--- config.mk ---
export PLATFORM = sky130hd
export DESIGN_NAME = ppu_line_writer
export DESIGN_NICKNAME = d
export VERILOG_FILES = /design/src/rtl/ppu_line_writer.sv
export SDC_FILE = /design/constraint.sdc
export NUM_CORES = 1
export LEC_CHECK = 0
export ABC_CLOCK_PERIOD_IN_PS = 2740
export CAP_MARGIN = 40
export CELL_PAD_IN_SITES_DETAIL_PLACEMENT = 2
export CELL_PAD_IN_SITES_GLOBAL_PLACEMENT = 2
export CORE_ASPECT_RATIO = 0.6
export CORE_UTILIZATION = 32
export DETAILED_ROUTE_END_ITERATION = 12
export GPL_ROUTABILITY_DRIVEN = 0
export PLACE_DENSITY = 0.73
export SLEW_MARGIN = 5
export SYNTH_ARGS = -nofsm -noshare
export SYNTH_HDL_FRONTEND = slang
export SYNTH_SLANG_ARGS = --single-unit
--- constraint.sdc ---
create_clock -name clock -period 2.74 [get_ports clock]
set_clock_uncertainty 0.1 [all_clocks]
set_input_delay 0.274 -clock clock [delete_from_list [all_inputs] [get_ports clock]]
set_output_delay 0.274 -clock clock [all_outputs]
set_load 0.01 [all_outputs]
--- src/rtl/ppu_line_writer.sv ---
// Scanline-buffer writer: clips the PPU pixel stream to 256x240, queues pixels, drives the RAM write port.
// Latency: a pixel accepted in cycle N is presented on wr_en/wr_addr/wr_data in cycle N+1.
// Backpressure: wr_ready low holds the head entry; a visible pixel arriving at full without a pop is dropped and sets overflow.
module ppu_line_writer #(
    parameter int PIX_LAG = 1,
    parameter int DEPTH   = 4,
    parameter int LVL_W   = 3
) (
    input  logic             clock,
    input  logic             reset,
    input  logic             pix_en,
    input  logic [4:0]       pal_index,
    input  logic [8:0]       xIdx,
    input  logic [8:0]       yIdx,
    input  logic             wr_ready,
    input  logic             clr_overflow,
    output logic             wr_en,
    output logic [12:0]      wr_addr,
    output logic [4:0]       wr_data,
    output logic             frame_start,
    output logic             line_done,
    output logic             overflow,
    output logic [LVL_W-1:0] fifo_level
);

    localparam int               PTR_W    = (DEPTH > 1) ? $clog2(DEPTH) : 1;
    localparam logic [8:0]       LAG      = 9'(PIX_LAG);
    localparam logic [LVL_W-1:0] FULL_LVL = LVL_W'(DEPTH);

    typedef struct packed {
        logic [12:0] addr;
        logic [4:0]  dat;
    } entry_t;

    entry_t           mem_q [DEPTH];
    entry_t           mem_d [DEPTH];
    logic [PTR_W-1:0] wr_ptr_q, wr_ptr_d;
    logic [PTR_W-1:0] rd_ptr_q, rd_ptr_d;
    logic [LVL_W-1:0] level_q, level_d;
    logic             overflow_q, overflow_d;
    logic             frame_start_q, frame_start_d;
    logic             line_done_q, line_done_d;

    logic [8:0] x_eff;
    logic       valid_pix;
    logic       full;
    logic       pop;
    logic       push;
    entry_t     new_entry;
    entry_t     head;

    always_comb begin
        x_eff     = xIdx - LAG;
        // x_eff[8] set means the column is past 255 (or xIdx < LAG wrapped around)
        valid_pix = pix_en && (xIdx >= LAG) && !x_eff[8] && (yIdx <= 9'd239);
        full      = (level_q == FULL_LVL);
        pop       = (level_q != '0) && wr_ready;
        push      = valid_pix && (!full || pop);
        new_entry = '{addr: {yIdx[4:0], x_eff[7:0]}, dat: pal_index};

        mem_d = mem_q;
        if (push) begin
            mem_d[wr_ptr_q] = new_entry;
        end
        wr_ptr_d = wr_ptr_q + PTR_W'(push);
        rd_ptr_d = rd_ptr_q + PTR_W'(pop);
        level_d  = level_q + LVL_W'(push) - LVL_W'(pop);

        // a fresh drop wins over a coincident clear
        if (valid_pix && !push) begin
            overflow_d = 1'b1;
        end else if (clr_overflow) begin
            overflow_d = 1'b0;
        end else begin
            overflow_d = overflow_q;
        end

        frame_start_d = push && (x_eff == 9'd0) && (yIdx == 9'd0);
        line_done_d   = push && (x_eff[7:0] == 8'hFF);
    end

    always_ff @(posedge clock) begin
        if (reset) begin
            for (int i = 0; i < DEPTH; i++) begin
                mem_q[i] <= '0;
            end
            wr_ptr_q      <= '0;
            rd_ptr_q      <= '0;
            level_q       <= '0;
            overflow_q    <= 1'b0;
            frame_start_q <= 1'b0;
            line_done_q   <= 1'b0;
        end else begin
            mem_q         <= mem_d;
            wr_ptr_q      <= wr_ptr_d;
            rd_ptr_q      <= rd_ptr_d;
            level_q       <= level_d;
            overflow_q    <= overflow_d;
            frame_start_q <= frame_start_d;
            line_done_q   <= line_done_d;
        end
    end

    always_comb begin
        head        = mem_q[rd_ptr_q];
        wr_en       = (level_q != '0);
        wr_addr     = wr_en ? head.addr : 13'd0;
        wr_data     = wr_en ? head.dat : 5'd0;
        frame_start = frame_start_q;
        line_done   = line_done_q;
        overflow    = overflow_q;
        fifo_level  = level_q;
    end

endmodule

==> flow_summary.ini <==
[clock_tree]
clk_path_buf_depth = 2
ctsHoldBuffers = 0
root_buffer = clkbuf_16
clkLatencyLatePin_ps = 340
clkTransAtPathRegs_ps = 60
htreeDepth = 3
ctsResizeCount = 0
post_cts_buffers = 0
cts.sinks = 82
numCtsBuffers = 9
cts_tree = done

[synthesis]
netlist.area_leader.share = 0.398
syn_inst = 410
synth-seq-area-share = 0.398
synth_enable_flop_cells = 0
ys.flop_type = dfxtp_1
synth_nets = 447
ys_async_sr_fraction = 0
synth_seq_cells = 82
syn_area_mm2 = 0.00413
yosysUniqueCellTypes = 41
ys_top_cells_by_count = dfxtp_1 (82), nand2_1 (78), mux2i_1 (65), nor2b_1 (32), mux4_2 (18)
synthMostInstantiatedCell = dfxtp_1
synth_area_leaders = dfxtp_1 (40%), mux2i_1 (16%), mux4_2 (9.8%)
syn_avg_cell_area_um2 = 10.1
synth_top_area_cell = dfxtp_1
yosysWarnings = 0

[cells_and_area]
diodes = 0
nFillCells = 1270
layout-drive-gt1-share = 0.166
seq_area_mm2 = 0.00164
fin_area_mm2 = 0.00536
multiInputGateArea_mm2 = 0.00230
final_cells = 653
fin_nets = 520
syn_to_final_growth_pct = 29.8

[sta]
period_share = 0.959
timing.setup.tns_ps = 0
worstMarginPinSlew_ps = 516
slew_headroom = 0.652
fin_crit_ps = 2630
fmax_ghz = 0.380
fin_ws_ps = 111
rsz0062_at_grt = no
hold_violations = 0
slew_viol_final = 0
setup_viol = 0

[detailed_routing]
drt-wirelength-per-cell_um = 18.8
vias = 3324
postRouteAntennaNets = 0
drc = 0
dr.pass1.iters = 4
vias_per_cell = 5.09
drt_iter0_markers = 86
totalWireLength_um = 12300

[outcome]
status = finished, final reports clean

[pwr]
p_total_w = 0.00338
powerDensity_mw_per_mm2 = 631
leakage_nw = 2.39
ir_drop_v = 0.000284

[critical_path]
worstReg2RegEnd = fifo_level[2]
criticalPathCategory = input port to register
r2r_start = fifo_level[1]
end_kind = register
cp-start-kind = input port
r2r_setup_slack_ps = 330
ff2ff_path_depth = 10
required_ps = 2870
worstPathArrival_ps = 2760
crit_fanout = 9

[floorplan]
die_area_mm2 = 0.0134
initial_utilization = 0.336
die_x_um = 149
core_mm2 = 0.0123
die_h_um = 90.0
std_cell_rows = 31
ios = 53

[global_route]
grt_max_degree = 46
grt_pass1_vias = 3529
antenna_found_initial = 0
grt_pass1_wl_um = 19600
grt_overflow_total = 0
grt_use_total = 0.194

[placement]
place_ws_ps = -288
dp_hpwl_um = 9060
io_buffers = 52
dp_cells = 637
dpl_cell_area_mm2 = 0.00504

[hold_path]
hold-path-cell-count = 2
min-delay-start = mem_q[16]
hold-path-endpoint = mem_q[16]
hold_class = register to register

[job]
drv_cap = 0
## state kept, by name, indices dropped and copies added (netlist names)
name         cells
mem_q           72
overflow         1
wr_ptr_q         2
rd_ptr_q         2
fifo_level       3
frame_start      1
line_done        1
## critical path, cell delays in order
cell and delay, ps:
clkdlybuf4s50_1 480, buf_4 170, ha_1 160, nor3_1 50, o2111ai_1 320, nand3_2 170, ha_1 310, inv_1 40
ha_1 190, fa_1 380, xnor2_1 160, nor2_1 50
## placed cells by master, fill, tap and decap left out, types with 2 or more instances in the layout
| cell type | n |
|---|---|
| dfxtp_1 | 82 |
| or2_2 | 2 |
| nor4_1 | 6 |
| nor2_1 | 10 |
| buf_12 | 4 |
| mux4_2 | 18 |
| xnor2_1 | 4 |
| o211ai_1 | 2 |
| ha_1 | 8 |
| inv_6 | 3 |
| or3_1 | 4 |
| xor2_1 | 2 |
| nor2b_1 | 32 |
| mux2i_1 | 65 |
| mux2_1 | 8 |
| buf_4 | 36 |
| nor4b_1 | 6 |
| o2111ai_1 | 2 |
| inv_1 | 7 |
| nand2_1 | 78 |
| clkbuf_16 | 9 |
| o21ai_0 | 5 |
| a21oi_1 | 4 |
| a211oi_1 | 2 |
| nor3_1 | 4 |
| clkdlybuf4s50_1 | 52 |
| nand3_1 | 7 |
| nand2b_1 | 7 |
## where the power goes
| group | internal, W | switching, W | leakage, nW |
|---|---|---|---|
| logic | 0.000385 | 0.000444 | 1.57 |
| clock network | 0.000741 | 0.000528 | 0.154 |
| registers | 0.00124 | 0.0000417 | 0.662 |
| total | 0.00236 | 0.00101 | 2.39 |
## routing by layer
layer  vias to the layer above  GRT usage  part of all wire
li1                       1574          -                 -
met1                      1686      0.266              0.49
met2                        51      0.309              0.47
met3                        13     0.0355             0.029
met4                         0     0.0610             0.012
met5                         -          0                 0
## per-stage QoR
step,utilization,hold WS [ps]
after detailed placement,0.410,353
after global placement,0.410,341
after global routing,0.436,376
after CTS,0.435,365
final,0.436,364
after floorplan,-,335
## cell families (layout without fill, tap and decap cells)
kind of cell / Yosys count / after routing / share of synthesized area
AND/OR/NAND/NOR: 163 / 163 / 0.196
XOR/XNOR: 6 / 6 / 0.0127
multiplexers: 91 / 91 / 0.278
flip-flops: 82 / 82 / 0.398
AO/OA/AOI/OAI: 21 / 21 / 0.0388
buffers and inverters: 38 / 116 / 0.0479
adder cells (fa/ha/maj): 9 / 9 / 0.0291
## cell type report
type	instances	share of cell area
clock inverter	6	0.0131
inverter	8	0.00560
timing repair buffer	92	0.163
clock buffer	10	0.0446
multi-input combinational	290	0.429
tap	165	0.0385
sequential	82	0.306
## worst max path at each step
stage | startpoint | end | slack, ps | depth (start not counted)
6_report | xIdx[0] | fifo_level[2] | 110 | 12
5_1_grt | xIdx[6] | fifo_level[2] | 10 | 10
4_1_cts | xIdx[6] | fifo_level[2] | 90 | 10
3_5_place_dp | xIdx[6] | fifo_level[2] | -290 | 10
3_3_place_gp | xIdx[6] | fifo_level[2] | -240 | 10
2_1_floorplan | xIdx[5] | fifo_level[2] | 80 | 10
No activity file was read; power rests on OpenSTA's default activity.
